==> src/rtl/sdram_read_cache.sv <==
// Direct-mapped, write-through, one-word-per-line read cache in front of the SDRAM controller.
// A read is looked up one cycle after it is latched, so a hit completes two cycles after rw_req.
module sdram_read_cache #(
  parameter int INDEX_BITS = 6,
  parameter int TAG_BITS   = 30 - INDEX_BITS
) (
  input  logic        clk,
  input  logic        reset,
  input  logic [31:0] address,
  input  logic        rw_req,
  input  logic        rw,
  input  logic [31:0] write_data,
  input  logic [1:0]  size,
  output logic [31:0] read_data,
  output logic        data_valid,
  input  logic        flush,
  output logic [31:0] d_address,
  output logic        d_rw_req,
  output logic        d_rw,
  output logic [31:0] d_write_data,
  output logic [1:0]  d_size,
  input  logic [31:0] d_read_data,
  input  logic        d_data_valid,
  output logic [15:0] hit_count,
  output logic [15:0] miss_count
);
  localparam int LINES = 1 << INDEX_BITS;

  typedef enum logic [2:0] {IDLE, LOOKUP, FILL, WRITE, RESP, RELEASE} state_t;
  typedef struct packed {
    logic [31:0] addr;
    logic        rw;
    logic [31:0] wdata;
    logic [1:0]  size;
  } req_t;

  state_t state, nxt;
  req_t   req;

  logic [31:0]         data_mem [0:LINES-1];
  logic [TAG_BITS-1:0] tag_mem  [0:LINES-1];
  logic [LINES-1:0]    valid;
  logic                flush_pend;

  logic [INDEX_BITS-1:0] idx;
  logic [TAG_BITS-1:0]   tag;
  logic                  hit, flush_now, fill_done;
  logic [31:0]           merged;

  assign idx       = req.addr[INDEX_BITS+1:2];
  assign tag       = req.addr[31:INDEX_BITS+2];
  assign hit       = valid[idx] && (tag_mem[idx] == tag);
  assign flush_now = (state == IDLE) && (flush || flush_pend);
  assign fill_done = (state == FILL) && d_data_valid;
  assign data_valid = (state == RESP);

  always_comb begin
    nxt = state;
    case (state)
      IDLE:        if (!flush_now && rw_req) nxt = LOOKUP;
      LOOKUP:      nxt = req.rw ? WRITE : (hit ? RESP : FILL);
      FILL, WRITE: if (d_data_valid) nxt = RESP;
      RESP:        nxt = RELEASE;
      RELEASE:     if (!rw_req) nxt = IDLE;
      default:     nxt = IDLE;
    endcase
  end

  always_comb begin
    d_rw_req     = 1'b0;
    d_rw         = 1'b0;
    d_address    = '0;
    d_write_data = '0;
    d_size       = '0;
    case (state)
      FILL: begin
        d_rw_req  = 1'b1;
        d_size    = 2'd2;
        d_address = {req.addr[31:2], 2'b00};
      end
      WRITE: begin
        d_rw_req     = 1'b1;
        d_rw         = req.rw;
        d_address    = req.addr;
        d_write_data = req.wdata;
        d_size       = req.size;
      end
      default: ;
    endcase
  end

  // Lane merge for write hits; misaligned accesses use the raw addr[1:0] lane.
  always_comb begin
    merged = data_mem[idx];
    case (req.size)
      2'd0: merged[{req.addr[1:0], 3'b000} +: 8] = req.wdata[7:0];
      2'd1: if (req.addr[1]) merged[31:16] = req.wdata[15:0];
            else             merged[15:0]  = req.wdata[15:0];
      default: merged = req.wdata;
    endcase
  end

  always_ff @(posedge clk or negedge reset) begin
    if (!reset) begin
      state      <= IDLE;
      req        <= '0;
      read_data  <= '0;
      valid      <= '0;
      flush_pend <= 1'b0;
      hit_count  <= '0;
      miss_count <= '0;
    end else begin
      state <= nxt;
      if (state == IDLE) flush_pend <= 1'b0;
      else if (flush)    flush_pend <= 1'b1;
      if (flush_now)      valid      <= '0;
      else if (fill_done) valid[idx] <= 1'b1;
      if (state == IDLE && !flush_now && rw_req)
        req <= '{addr: address, rw: rw, wdata: write_data, size: size};
      if (state == LOOKUP && !req.rw) begin
        if (hit) begin
          read_data <= data_mem[idx];
          if (hit_count != 16'hFFFF) hit_count <= hit_count + 16'd1;
        end else if (miss_count != 16'hFFFF) begin
          miss_count <= miss_count + 16'd1;
        end
      end
      if (fill_done) read_data <= d_read_data;
    end
  end

  // Line storage needs no reset: valid bits gate every use.
  always_ff @(posedge clk) begin
    if (fill_done) begin
      data_mem[idx] <= d_read_data;
      tag_mem[idx]  <= tag;
    end else if (state == WRITE && d_data_valid && hit) begin
      data_mem[idx] <= merged;
    end
  end
endmodule

==> config.mk <==
export PLATFORM = sky130hd
export DESIGN_NAME = sdram_read_cache
export DESIGN_NICKNAME = d
export VERILOG_FILES = /design/src/rtl/sdram_read_cache.sv
export SDC_FILE = /design/constraint.sdc
export NUM_CORES = 2
export LEC_CHECK = 0
export BUFFER_PORTS_ARGS = -buffer_cell sky130_fd_sc_hd__buf_2
export CAP_MARGIN = 20
export CORE_ASPECT_RATIO = 1.1
export CORE_MARGIN = 1.5
export CORE_UTILIZATION = 59
export CTS_BUF_LIST = sky130_fd_sc_hd__clkbuf_4
export CTS_CLUSTER_DIAMETER = 50
export DETAILED_ROUTE_END_ITERATION = 10
export GPL_TIMING_DRIVEN = 0
export PLACE_DENSITY = 0.87
export REMOVE_ABC_BUFFERS = 1
export SYNTH_ARGS = -nofsm -noshare
export SYNTH_HDL_FRONTEND = slang
export SYNTH_SLANG_ARGS = --single-unit
==> constraint.sdc <==
create_clock -name clk -period 6 [get_ports clk]
set_input_delay 0.6 -clock clk [delete_from_list [all_inputs] [get_ports clk]]
set_output_delay 0.6 -clock clk [all_outputs]
set_load 0.05 [all_outputs]
==> results by group, run 1 <==
Synth
  – Synthesized area per cell: 18.1 um2
  – Sequential area share after synthesis: 76.8%
  – Synth area leaders: edfxtp_1 (73%), mux4_2 (3.5%), dfrtp_1 (3.4%)
  – #FFs+latches synth: 3783
  – Library cells used by synthesis: 84
  – Post-synth top area share: 73.4%
  – Async SR Flop Fraction: 5.26%
  – Yosys warnings: 0
  – Leading area contributor after synthesis: edfxtp_1
  – EDFF count, synth: 3584
  – Predominant post-synthesis flop cell: edfxtp_1
  – Syn Std Cell Area: 147000 um2
  – Synth Instances: 8102

Clock network
  – Clk sinks: 3783
  – Max clock buf depth: 4
  – Root buffer cell: clkbuf_4
  – Htree depth: 6
  – CTS Buf Count: 867

Placed design
  – DP Wirelength: 302000 um
  – Placer Congestion: 0.896
  – Pre-CTS setup slack: -2.71 ns
  – PortBufs: 236

Outcome
  – Stage reached: global routing
  – Log Error: [ERROR GRT-0116] Global routing finished with congestion. Check the congestion regions in the DRC Viewer.
  – Outcome: stopped before the end

GRT
  – GRT Util Overall: 57.4%
  – GR Overflow Total: 16
  – Largest net degree at the start of global routing: 102
  – First-pass GRT wire length: 1000000 um
  – Vias in the first global route: 122000

Floorplan
  – Die span in y: 526 um
  – I/O pin count: 237
  – Starting Density: 59.5%
  – Die Wd: 478 um
  – Row Count: 191
[synth_stat cells (all sizes together) (30+ instances only)]
library cell and count:
dfrtp 199, nand4 70, and3 64, mux4 230, nor2 211, nand3 135
a22oi 614, a31oi 79, o211a 66, o22ai 52, a221oi 251, a221o 59
nand2 207, mux2 259, edfxtp 3584, clkbuf 314, a22o 124, o21a 66
and2 30, o21ai 156, mux2i 423, a21oi 198, buf 256
[routing by layer]
| layer | GRT usage [%] | GRT overflow |
|---|---|---|
| met3 | 50.3 | 2 |
| met1 | 55.1 | 0 |
| met4 | 53.9 | 8 |
| met5 | 32.5 | 0 |
| met2 | 69.2 | 6 |
[cell families after synthesis]
family | synth area share (%)
AND/OR/NAND/NOR | 3.08
buffers and inverters | 1.85
adder cells (fa/ha/maj) | 0.0597
flip-flops | 76.8
AO/OA/AOI/OAI | 9.58
XOR/XNOR | 0.245
multiplexers | 8.41
[per-stage QoR]
stage / setup TNS, ns / util (%) / cell area, um2 / hold slack, ns / std cells
after CTS: -11.71 / 70.5 / 174000 / 0.0143 / 13300
after detailed placement: -9395.19 / 63.9 / 158000 / 0.481 / 11400
after floorplan: - / - / 144000 / 0.304 / 7532
after global placement: - / 60.5 / 149000 / 0.467 / 11000
[repair_timing]
item / in CTS
cloned: 44
resized for setup: 163
pin swaps: 31
buffers inserted: 72
hold buffers: 237
hold endpoints to repair: 2299
setup endpoints to repair: 4162
==> inputs of run 2 (changes only) <==
--- a/config.mk
+++ b/config.mk
@@ -7,14 +7,11 @@
 export LEC_CHECK = 0
 export BUFFER_PORTS_ARGS = -buffer_cell sky130_fd_sc_hd__buf_2
 export CAP_MARGIN = 20
-export CORE_ASPECT_RATIO = 1.1
 export CORE_MARGIN = 1.5
-export CORE_UTILIZATION = 59
-export CTS_BUF_LIST = sky130_fd_sc_hd__clkbuf_4
-export CTS_CLUSTER_DIAMETER = 50
+export CORE_UTILIZATION = 40
 export DETAILED_ROUTE_END_ITERATION = 10
 export GPL_TIMING_DRIVEN = 0
-export PLACE_DENSITY = 0.87
+export PLACE_DENSITY_LB_ADDON = 0.15
 export REMOVE_ABC_BUFFERS = 1
 export SYNTH_ARGS = -nofsm -noshare
 export SYNTH_HDL_FRONTEND = slang
==> constraint.sdc (replaced) <==
create_clock -name clk -period 7.8 [get_ports clk]
set_input_delay 0.78 -clock clk [delete_from_list [all_inputs] [get_ports clk]]
set_output_delay 0.78 -clock clk [all_outputs]
set_load 0.05 [all_outputs]
==> run 2 against run 1 <==
Net effect: synthesized cell count unchanged; the flow now finishes, with violations (max-capacitance violations, max-slew violations, negative setup slack); synthesized area unchanged.
==> results by group, run 2 <==
Synth
  – EDFF count, synth: 3584 (unchanged)
  – #FFs+latches synth: 3783 (unchanged)
  – Most frequent cells after synthesis: edfxtp_1 (3584), a22oi_1 (614), mux2i_1 (423), clkbuf_1 (314), mux2_2 (258)
  – Yosys warnings: 0 (unchanged)
  – Library cells used by synthesis: 84 (unchanged)
  – Async SR Flop Fraction: 5.26% (unchanged)
  – Sequential area share after synthesis: 76.8% (unchanged)
  – Synth area leaders: edfxtp_1 (73%), mux4_2 (3.5%), dfrtp_1 (3.4%)
  – Cell with the most instances after synthesis: edfxtp_1
  – Synth Instances: 8102 (unchanged)
  – Synthesized area per cell: 18.1 um2 (unchanged)
  – Leading area contributor after synthesis: edfxtp_1
  – Post-synth top area share: 73.4% (unchanged)
  – Syn Std Cell Area: 147000 um2 (unchanged)
  – Predominant post-synthesis flop cell: edfxtp_1

Route
  – DR vias/cell: 6.38
  – Routed WL: 545000 um
  – DR pass1 iterations: 6
  – WL per Instance: 39.4 um
  – Post-DRT Antenna Nets: 0
  – Residual DRC: 0
  – Initial detailed-routing violation count: 12900
  – Via count: 88000

Worst setup path
  – Endpoint type of the worst setup path: flop
  – CP Class: flop to flop
  – Worst EP required: 8.33 ns
  – Arr. time, crit path: 8.36 ns
  – Critical path peak fanout: 32
  – Setup crit start kind: flop

Timing
  – Final setup viols: 43
  – Max Fclk: 0.128 GHz
  – Worst Clk Skew: 0.0518 ns
  – Slew Limit Fails: 6
  – Worst-Margin Slew: 1.76 ns
  – Period minus WS final: 7.83 ns
  – Final Cycle Share: 100%
  – Final WS setup: -0.0327 ns
  – Endpoints failing hold: 0
  – Max-Slew Margin vs Limit: -18.4%

Floorplan
  – Area of the core: 365000 um2
  – Starting Density: 40.1% (-19 points)
  – I/O pin count: 237 (unchanged)
  – Die span in y: 608 um (+16%)
  – Die Wd: 608 um (+27%)
  – Die Area: 370000 um2
  – Row Count: 222 (+16%)

Clock network
  – Htree depth: 5 (-1)
  – CTS Buf Count: 374 (-57%)
  – Clk sinks: 3783 (unchanged)
  – Clk_lat worst skew: 0.93 ns
  – Clock transition at path regs: 0.06 ns
  – Root buffer cell: clkbuf_16
  – CTS tree: yes
  – Max clock buf depth: 4 (unchanged)

Pwr
  – Power density over cell area: 377 nW/um2
  – Max VDD drop: 341 uV
  – Static leakage: 57.9 nW

GRT
  – First-pass GRT wire length: 727000 um
  – GR Overflow Total: 0
  – GRT Util Overall: 28.4%
  – Initial antenna violation count: 22
  – Vias in the first global route: 84500
  – Largest net degree at the start of global routing: 92

Cells and area
  – Biggest regs: data_mem x2048, tag_mem x1536, valid x64
  – Max reg flops: 2048
  – Most frequent cells in the layout: edfxtp_1 (3584), a22oi_1 (611), mux2i_1 (422)
  – Final instance area: 175000 um2
  – Most flops, register: data_mem
  – Storage cell area: 113000 um2
  – Commonest non-fill, non-tap cell in the layout: edfxtp_1
  – Area of the multi-input gates: 33000 um2
  – P&R area growth vs syn: 19.2%
  – Ratio of cells with drive above 1 in the final layout: 22.6%
  – # nets final: 8784
  – Fillers: 30300

Flow run
  – Max_cap viols: 2

Hold path
  – Worst min-delay path class: input port to flop

Outcome
  – Failing checks: max-capacitance violations, max-slew violations, negative setup slack
  – Outcome: finished with violations

Placed design
  – DP Wirelength: 337000 um (+12%)
  – Placer Congestion: 0.809 (-9.7%)
  – PortBufs: 236 (unchanged)
  – Pre-CTS setup slack: -1.70 ns (+1.01 ns)
  – Area after DPL: 161000 um2 (+2.2%)
## run 2: metal layers
metal / global-route usage, % / part of all wire (%)
met1: 38.0 / 39
met2: 45.5 / 47
met3: 4.80 / 8.9
met4: 13.4 / 5.4
met5: 0 / 0.0075
## run 2: power breakdown
part	total [mW]	internal (mW)	switching, mW
clock network	17.9	10.2	7.72
logic	23.3	7.76	15.5
registers	24.8	23.9	0.890
total	65.9	41.8	24.1
## run 2: path summary, 6_finish.rpt
path | from | endpoint | slack (ns) | cells after the start
max in group asynchronous | reset | valid[0] | 6.03 | 4
min in group asynchronous | reset | req[25] | 0.35 | 2
hold / removal | d_read_data[18] | read_data[18] | 0.1 | 3
setup reg to reg | idx[1] | data_mem[47][8] | -0.03 | 24
hold reg to reg | valid[14] | valid[14] | 0.49 | 1
setup / recovery | idx[1] | data_mem[47][8] | -0.03 | 24
## run 2: critical path: stages (launching register included)
cell and delay [ns]:
dfrtp_4 0.44, buf_16 0.23, buf_16 0.29, buf_16 0.29, buf_16 0.24, buf_16 0.22
buf_16 0.23, or2_2 0.43, o22ai_1 0.16, o31a_1 0.40, a2111o_1 0.54, or4_1 0.56
a22oi_2 0.27, nand2b_1 0.08, nand4b_1 0.23, buf_8 0.22, buf_8 0.18, buf_8 0.17
nor3_4 0.25, buf_8 0.24, buf_16 0.19, buf_16 0.18, buf_16 0.18, buf_16 0.19
o211a_4 0.80
## run 2: area by class of cell
type                    instances  area share [%]
multi-input cells            3734            18.9
clock inverters               201           0.974
clock buffers                 479            5.81
repair buffers                756            6.34
well taps                    4816            3.45
flip-flops and latches       3783            64.5
inverters                      24          0.0601
diodes                         16          0.0229
## run 2: what timing repair did
action / in CTS / in global routing
gates cloned: 10 / 16
resized for setup: 29 / 19
pin swaps: 32 / 5
hold buffers: 1 / 0
endpoints found under the setup margin: 4072 / 1816
setup buffers: 39 / 4
endpoints found under the hold margin: 30 / 0
## run 2: kinds of logic after synthesis
kind of cell	synth area share, %
adder cells (fa/ha/maj)	0.0597
multiplexers	8.41
flip-flops	76.8
AO/OA/AOI/OAI	9.58
AND/OR/NAND/NOR	3.08
buffers and inverters	1.85
XOR/XNOR	0.245
## run 2: stage by stage
step / setup TNS (ns) / power (mW) / instances / hold slack, ns / utilization (%)
3_5_place_dp: -4038.99 / 47.3 / 13000 / 0.476 / 44.1
6_report: -0.861 / 65.9 / 13800 / 0.0974 / 47.9
3_3_place_gp: - / 41.2 / 12600 / 0.467 / 41.4
4_1_cts: -16.65 / 65.3 / 13800 / 0.0517 / 47.6
2_1_floorplan: - / 36.0 / 7532 / 0.459 / -
5_1_grt: -0.0121 / 67.3 / 13800 / 0.0843 / 47.8
(Power assumes the default switching activity.)
